[config.mk]
export PLATFORM = sky130hd
export DESIGN_NAME = cordic_vectoring
export DESIGN_NICKNAME = d
export VERILOG_FILES = /design/src/rtl/cordic_pkg.sv /design/src/rtl/cordic_atan_lut.sv /design/src/rtl/cordic_vectoring.sv
export SDC_FILE = /design/constraint.sdc
export NUM_CORES = 1
export LEC_CHECK = 0
export CORE_UTILIZATION = 57
export CTS_CLUSTER_DIAMETER = 80
export DETAILED_ROUTE_END_ITERATION = 6
export GPL_TIMING_DRIVEN = 0
export PLACE_DENSITY = 0.77
export SKIP_CTS_REPAIR_TIMING = 1
export SLEW_MARGIN = 20
export SYNTH_ARGS = -nofsm -noshare
export SYNTH_HDL_FRONTEND = slang
export SYNTH_SLANG_ARGS = --single-unit
[constraint.sdc]
create_clock -name clk -period 6.06 [get_ports clk]
set_input_delay 0.606 -clock clk [delete_from_list [all_inputs] [get_ports clk]]
set_output_delay 0.606 -clock clk [all_outputs]
set_load 0.05 [all_outputs]
[src/rtl/cordic_pkg.sv]
// cordic_pkg
//   Shared definitions for the CORDIC engines (vectoring and rotation).
//   Angle format: full circle = 65536, bits [15:14] select the quadrant.
//   Contents: angle/internal widths, CORDIC gain correction constant,
//   half-circle angle, vectoring FSM state enum and the arctangent table.
package cordic_pkg;

    localparam int ANGLE_W = 16;
    localparam int INT_W   = 18;

    // 1/K for the shift-add gain, 0.607253 * 2^15.
    localparam logic [ANGLE_W-1:0] KN       = 16'd19898;
    localparam logic [ANGLE_W-1:0] PI_ANGLE = 16'd32768;

    typedef enum logic [1:0] {
        ST_IDLE  = 2'd0,
        ST_ITER  = 2'd1,
        ST_SCALE = 2'd2,
        ST_DONE  = 2'd3
    } state_e;

    // round(atan(2^-i) * 32768 / pi); indices past the table return 0.
    function automatic logic [ANGLE_W-1:0] atan_lookup(input logic [3:0] idx);
        logic [ANGLE_W-1:0] val;
        case (idx)
            4'd0:    val = 16'd8192;
            4'd1:    val = 16'd4836;
            4'd2:    val = 16'd2555;
            4'd3:    val = 16'd1297;
            4'd4:    val = 16'd651;
            4'd5:    val = 16'd326;
            4'd6:    val = 16'd163;
            4'd7:    val = 16'd81;
            4'd8:    val = 16'd41;
            4'd9:    val = 16'd20;
            4'd10:   val = 16'd10;
            4'd11:   val = 16'd5;
            4'd12:   val = 16'd3;
            4'd13:   val = 16'd1;
            default: val = 16'd0;
        endcase
        return val;
    endfunction

endpackage

[src/rtl/cordic_atan_lut.sv]
// cordic_atan_lut
//   Combinational micro-rotation angle lookup.
//   Ports:
//     idx      in  4   micro-rotation index
//     atan_val out 16  atan(2^-idx) in the shared angle format
module cordic_atan_lut
    import cordic_pkg::*;
(
    input  logic [3:0]         idx,
    output logic [ANGLE_W-1:0] atan_val
);

    always_comb begin
        atan_val = atan_lookup(idx);
    end

endmodule

[src/rtl/cordic_vectoring.sv]
// cordic_vectoring
//   Iterative CORDIC vectoring engine: (x, y) -> (angle, magnitude).
//   A single shift-add datapath performs ITER micro-rotations, then one
//   cycle scales the magnitude by 1/K and latches the result.
//   Ports:
//     clk, rst_n           clock, asynchronous active-low reset
//     in_valid / in_ready  input handshake (in_ready high only when idle)
//     x_in, y_in           signed 16-bit Cartesian input
//     out_valid/out_ready  output handshake (out_valid high in DONE)
//     angle                phase, 0..65535 <-> 0..<2*pi
//     magnitude            sqrt(x^2+y^2), gain corrected, saturating
module cordic_vectoring
    import cordic_pkg::*;
#(
    parameter int ITER = 14
) (
    input  logic                clk,
    input  logic                rst_n,
    input  logic                in_valid,
    output logic                in_ready,
    input  logic signed [15:0]  x_in,
    input  logic signed [15:0]  y_in,
    output logic                out_valid,
    input  logic                out_ready,
    output logic [ANGLE_W-1:0]  angle,
    output logic [ANGLE_W-1:0]  magnitude
);

    localparam int         PROD_W   = INT_W + ANGLE_W;
    localparam logic [3:0] LAST_CNT = 4'(ITER - 1);

    state_e                    state_q, state_d;
    logic [3:0]                cnt_q, cnt_d;
    logic signed [INT_W-1:0]   x_q, x_d;
    logic signed [INT_W-1:0]   y_q, y_d;
    logic [ANGLE_W-1:0]        z_q, z_d;
    logic                      zero_q, zero_d;
    logic [ANGLE_W-1:0]        angle_q, angle_d;
    logic [ANGLE_W-1:0]        mag_q, mag_d;

    logic signed [INT_W-1:0]   x_ext, y_ext;
    logic signed [INT_W-1:0]   x_sh, y_sh;
    logic [ANGLE_W-1:0]        atan_val;
    logic [PROD_W-1:0]         prod;

    // Drop the Q15 fraction and clamp to the 16-bit output range.
    function automatic logic [ANGLE_W-1:0] sat_mag(input logic [PROD_W-1:0] p);
        logic [PROD_W-1:0] s;
        s = p >> 15;
        if (s > PROD_W'(16'hFFFF)) begin
            return 16'hFFFF;
        end
        return s[ANGLE_W-1:0];
    endfunction

    cordic_atan_lut u_atan_lut (
        .idx      (cnt_q),
        .atan_val (atan_val)
    );

    assign x_ext = {{(INT_W-16){x_in[15]}}, x_in};
    assign y_ext = {{(INT_W-16){y_in[15]}}, y_in};
    assign x_sh  = x_q >>> cnt_q;
    assign y_sh  = y_q >>> cnt_q;

    // x is non-negative after the half-plane fold, so an unsigned product is exact.
    assign prod = {{ANGLE_W{1'b0}}, x_q} * {{INT_W{1'b0}}, KN};

    always_comb begin
        state_d = state_q;
        cnt_d   = cnt_q;
        x_d     = x_q;
        y_d     = y_q;
        z_d     = z_q;
        zero_d  = zero_q;
        angle_d = angle_q;
        mag_d   = mag_q;

        case (state_q)
            ST_IDLE: begin
                if (in_valid) begin
                    state_d = ST_ITER;
                    cnt_d   = 4'd0;
                    zero_d  = (x_in == 16'sd0) && (y_in == 16'sd0);
                    // Fold the left half-plane onto the right by a pi rotation.
                    if (x_in[15]) begin
                        x_d = -x_ext;
                        y_d = -y_ext;
                        z_d = PI_ANGLE;
                    end else begin
                        x_d = x_ext;
                        y_d = y_ext;
                        z_d = '0;
                    end
                end
            end

            ST_ITER: begin
                if (!y_q[INT_W-1]) begin
                    x_d = x_q + y_sh;
                    y_d = y_q - x_sh;
                    z_d = z_q + atan_val;
                end else begin
                    x_d = x_q - y_sh;
                    y_d = y_q + x_sh;
                    z_d = z_q - atan_val;
                end
                cnt_d = cnt_q + 4'd1;
                if (cnt_q == LAST_CNT) begin
                    state_d = ST_SCALE;
                end
            end

            ST_SCALE: begin
                if (zero_q) begin
                    angle_d = '0;
                    mag_d   = '0;
                end else begin
                    angle_d = z_q;
                    mag_d   = sat_mag(prod);
                end
                state_d = ST_DONE;
            end

            ST_DONE: begin
                if (out_ready) begin
                    state_d = ST_IDLE;
                end
            end

            default: begin
                state_d = ST_IDLE;
            end
        endcase
    end

    always_ff @(posedge clk or negedge rst_n) begin
        if (!rst_n) begin
            state_q <= ST_IDLE;
            cnt_q   <= '0;
            x_q     <= '0;
            y_q     <= '0;
            z_q     <= '0;
            zero_q  <= 1'b0;
            angle_q <= '0;
            mag_q   <= '0;
        end else begin
            state_q <= state_d;
            cnt_q   <= cnt_d;
            x_q     <= x_d;
            y_q     <= y_d;
            z_q     <= z_d;
            zero_q  <= zero_d;
            angle_q <= angle_d;
            mag_q   <= mag_d;
        end
    end

    // in_ready is forced low while reset is held.
    assign in_ready  = rst_n && (state_q == ST_IDLE);
    assign out_valid = (state_q == ST_DONE);
    assign angle     = angle_q;
    assign magnitude = mag_q;

endmodule

; ---- After elaboration in Yosys (flattened, before gate mapping)
; Memory sizes are Yosys's and may differ from the RTL's.
; Cells that the tools add are included.
; W data, S select, Z words.
[classes]
addsub = 9
multipliers = 1
div_mod_pow = 0
order_cmp = 1
eq_ne = 7
n_shift = 2
mux = 25
n_bitwise = 0
n_reduce_logical = 9
[ops]
columns = cell, n
row1 = $mux W16, 7
row2 = $mux W18, 6
row3 = $pmux W18 S2, 2
row4 = $add A18 B18 Y18, 2
row5 = $neg A16 Y18, 2
row6 = $sshr A18 B4 Y18, 2
row7 = $sub A18 B18 Y18, 2
row8 = $logic_not A16 Y1, 2
row9 = $mul A18 B14 Y32 const B, 1
row10 = $pmux W16 S2, 1
row11 = $gt A18 B16 Y1 const B, 1
row12 = $add A16 B16 Y16, 1
row13 = $sub A16 B16 Y16, 1
row14 = $pmux W2 S4, 1
row15 = $pmux W4 S2, 1
row16 = $mux W2, 3
row17 = $add A4 B1 Y4 const B, 1
row18 = $eq A2 B2 Y1 const B, 2
row19 = $eq A4 B4 Y1 const B, 1
row20 = $mux W4, 1
row21 = $ne A2 B2 Y1 const B, 2
row22 = $reduce_and A2 Y1, 2
row23 = $mux W1, 3
row24 = $reduce_and A3 Y1, 1
row25 = other kinds (5), 6
[totals]
regBits = 91
latch_bits = 0
ramBits = 0
rom_bits = 224
in_bits = 36
output_inout_bits = 34
word_cells = 63
mem_count = 1
[mem_list]
columns = name, words, width, rd, rd_ports_with_merged_regs, wr, line
row1 = (name not given), 16, 14, 1, 0, 0, cordic_pkg.sv:25  ; case (idx)

; ---- Logic depth before layout (Yosys ltp)
[logic_depth]
ltp_word = 7
depth_mapped = 25
depth_no_buf = 23

; ---- Hierarchy
; From an unflattened synthesis, not the netlist that was laid out.
[hier_totals]
hier_cells = 1720
area_unflattened_um2 = 14791.7
[modules_own_cells]
columns = module, n_inst, cells_each, area_each_um2, seq_area_each_um2
row1 = cordic_vectoring, 1, 1668, 14422.6, 2277.2
row2 = cordic_atan_lut, 1, 52, 369.1, 0.0

; ---- Worst setup path before layout
; Ideal clock, no wire load.
[synth_path]
path_type = reg2reg
from = register x_q[10]
to = register mag_q[2] (netlist: magnitude[2])
setup_time_ps = 83
t_arrival_ps = 6052
required_time_ps = 5977
slack_ps = -75
path_stages_with_launch = 25
n_path_buf = 1
synth_period_minus_slack_ps = 6135
path_cell_list = dfrtp_1 -> inv_1 -> fa_1 -> inv_1 -> ha_1 -> inv_1 -> fa_1 -> inv_1 -> fa_1 -> fa_1 -> inv_1 -> fa_1 -> inv_1 -> ha_1 -> and3_1 -> a221o_1 -> a21oi_1 -> nand2_1 -> o211ai_1 -> o22ai_1 -> a41oi_1 -> mux2i_1 -> clkbuf_1 -> o21ai_0 -> o21ai_0
[synth_via]
elab_chain_len = 7
[synth_rtl]
columns = item, line
row1 = "start, declared", cordic_vectoring.sv:34  ; logic signed [INT_W-1:0] x_q, x_d;
row2 = "start signal, assigned", cordic_vectoring.sv:141  ; x_q <= '0;
row3 = "start signal, assigned", cordic_vectoring.sv:150  ; x_q <= x_d;
row4 = $mul A18 B14 Y32 *, cordic_vectoring.sv:67  ; assign prod = {{ANGLE_W{1'b0}}, x_q} * {{INT_W{1'b0}}, KN};
row5 = $gt A18 B16 Y1, cordic_vectoring.sv:50  ; if (s > PROD_W'(16'hFFFF)) begin
row6 = $mux W1, cordic_vectoring.sv:50
row7 = $mux W1, cordic_vectoring.sv:115  ; if (zero_q) begin
row8 = $mux W1, cordic_vectoring.sv:79  ; case (state_q)
row9 = $mux W16 *, cordic_vectoring.sv:53  ; return s[ANGLE_W-1:0];
row10 = $mux W16 *, cordic_vectoring.sv:115
row11 = "end signal, assigned", cordic_vectoring.sv:155  ; mag_q <= mag_d;
row12 = "end, declared", cordic_vectoring.sv:39  ; logic [ANGLE_W-1:0] mag_q, mag_d;
; Mark *: on every way between the ends. The rest lies on a longest branch, timed or not. The select of a mux whose other input is x is not followed.
; A chain may end at the register's enable or synchronous reset.

; ---- Worst setup path in the final report
[layout_path]
from = register x_q[10]
to = register mag_q[9] (netlist: magnitude[9])
; Same word-level chain as after synthesis.

==> results.md <==
- Status: complete, but fails checks
- Failing checks: setup timing
- MaxCap Viol Count: 0
- # setup viols final: 16
- Overall routing resource usage: 0.325
- Maximum clock path buffer count: 2
- Post-synth top area cell: ha_1
- EDFF count, synth: 0
- Core area: between 20,000 and 30,000 µm²
- Util after Layout: 0.663
- CP Max Fanout: 5
- Slew Limit Headroom: 0.272
- # clock sinks: 91
- Detail Placement HPWL: 33,200 µm
- Flops & latches, synth: 91
- CTS buffer count: 9
- First-pass GRT wire length: 66,000 µm
- WL final: between 40,000 and 50,000 µm
- Synth Area in XOR/XNOR: 0.0728
- Clk_skew: ~0.016 ns
- Clock H-tree levels: 3
- Most common cell in the netlist: inv_1
- Largest net degree at the start of global routing: 56
- Post-synthesis sequential area ratio: 0.157
- Area share of fa/ha/maj cells after synthesis: 0.307
- Cell area after synthesis: between 10,000 and 15,000 µm²
- WP data required: ~6.4 ns
- Simple logic cell fraction of the synthesized area: 0.123
- Number of routed nets with antenna violations: 0
- Vias in the first global route: roughly 13,000
- Routability cong.: about 1.0
- Gr ovfl total: 0
- Max-slew violations: 0
- Worst skew pair latency: around 0.36 ns
- Crit path max-delay cell type: fa_1
- Largest family of logic cells by synthesized area: adder cells
- # DRC: 0
- Worst setup SP type: flop
- Crit share post-route: 1.03
- Fin crit period: between 6 and 7 ns
- Synth area leaders: ha_1, dfrtp_1, fa_1
- HP Class: primary input to async pin
- CP endpoint kind: flop
- IO Pins: 70
- Initial Util: 0.579
- Overall die height: around 160 µm
- Drt pass-1 iters: 5
- Initial antenna violation count: 0
- Ys async rst share: 1.00
- Clk pin slew, worst setup/hold paths: 0.08 ns
- Area share of the largest cell type after synthesis: 0.163
- DP Worst Slack: -1.10 ns
- Avg Inst Size Synth: 8.53 µm²
- Drt wl/cell: a little under 20 µm
- Net count after synthesis: between 2,000 and 2,500
- Area Growth Syn to Fin: 14.4%
- CP max stage delay: 0.52 ns
- Complex-gate fraction of the synthesized area: 0.169
- Fmax: between 150 and 200 MHz
- Post-synth top flop: dfrtp_1
- Commonest cells post-synth: inv_1, ha_1, nand2_1
- Crit path DAT: around 6.5 ns
- Warnings, synthesis: 0
- Die width: around 160 µm
- Endpoints failing hold: 0
- # diodes: 0
- Share of layout cells above drive strength 1: 0.111
- Mux cell area share after synthesis: 0.0841
- DR vias/cell: a little over 6
- Synth unique cells: 85
- Fin worst setup slack: -0.174 ns
- CTS tree: built
- Die ar.: about 26,000 µm²
- RSZ-0062 raised after global routing: yes
- DR iter-0 viols: between 1,000 and 1,500
- Nets: approximately 2,200
- Root buffer selected by CTS: clkbuf_16
- Cell Rows: between 50 and 60
- PortBufs: 68
- Setup CP Type: flop to flop
- Syn Inst Count: between 1,500 and 2,000
- Worst-Margin Slew: roughly 1.1 ns
- Via count: around 13,000
-- sequential cells by signal, indices dropped and copies added, names as in the netlist --
name / flops
angle: 16
cnt_q: 4
magnitude: 16
state_q: 2
x_q: 18
y_q: 18
z_q: 16
zero_q: 1
-- worst max-delay path: cells and delay by family (launching register included) --
family | cells | cell delay, ns
simple gates | 1 | 0.09
mux | 1 | 0.40
fa+ha+maj | 7 | 2.90
compound gates | 8 | 1.67
buf+inv | 8 | 0.67
flops | 1 | 0.44
-- kinds of logic (layout without fill, tap and decap cells) --
logic type,Yosys count,count (layout)
xor gates and xnor gates,119,119
buffers and inverters,321,458
AOI/OAI and AO/OA,402,402
and+or+nand+nor,387,387
muxes,87,87
adders and majority gates,293,293
DFF,91,91
-- final cells by class --
type | count | area [µm²]
Sequential cell | 91 | 2300
Clock buffer | 9 | 225
Multi-Input combinational cell | 1288 | 11100
Clock inverter | 7 | 83.8
Buffer | 63 | 303
Fill cell | 2069 | 8440
Inverter | 257 | 992
Tap cell | 330 | 413
Timing Repair Buffer | 122 | 1140
-- worst paths after layout --
| check | from | end | slack, ns | cells past startpoint |
|---|---|---|---|---|
| min in group clk | magnitude[3] | magnitude[3] | 0.51 | 2 |
| max in group asynchronous | rst_n | y_q[5] | 5.28 | 2 |
| min reg2reg | magnitude[3] | magnitude[3] | 0.51 | 2 |
| max | x_q[10] | magnitude[9] | -0.17 | 25 |
| min | rst_n | magnitude[10] | 0.14 | 1 |
| max reg2reg | x_q[10] | magnitude[9] | -0.17 | 25 |
-- layer usage --
metal	share of wire	up-vias	GRT usage	routed length (µm)
li1	-	6087	-	-
met1	0.41	6387	0.416	17600
met2	0.49	499	0.552	21000
met3	0.058	107	0.0365	2510
met4	0.043	0	0.149	1850
met5	0	-	0	0
-- layout by cell type, fill, tap and decap left out, drive strengths merged, types with 21 or more instances in the layout --
cell / Yosys / routed
a21oi: 101 / 101
ha: 189 / 189
clkdlybuf4s50: 0 / 67
mux4: 26 / 26
o21ai: 141 / 141
dfrtp: 91 / 91
nor3: 27 / 27
xnor2: 59 / 59
fa: 104 / 104
xor2: 59 / 59
nand2: 142 / 142
mux2i: 45 / 45
inv: 255 / 250
nor2: 115 / 115
a31oi: 21 / 21
a21o: 21 / 21
buf: 20 / 76
clkbuf: 44 / 51
-- per-stage QoR --
stage / hold slack [ns] / setup TNS [ns] / instances / cell area [µm²]
floorplan: 0.310 / 0 / 1700 / 14500
global placement: 0.502 / -14.18 / 2098 / 15600
detailed placement: 0.503 / -15.93 / 2099 / 15600
CTS: 0.143 / -16.05 / 2115 / 15900
global route: 0.154 / -6.02 / 2167 / 16600
finish: 0.139 / -2.42 / 2167 / 16600
Power is left out: the tool's default activity adds up to more than one toggle a clock period on the data nets, which glitch-free logic cannot reach.
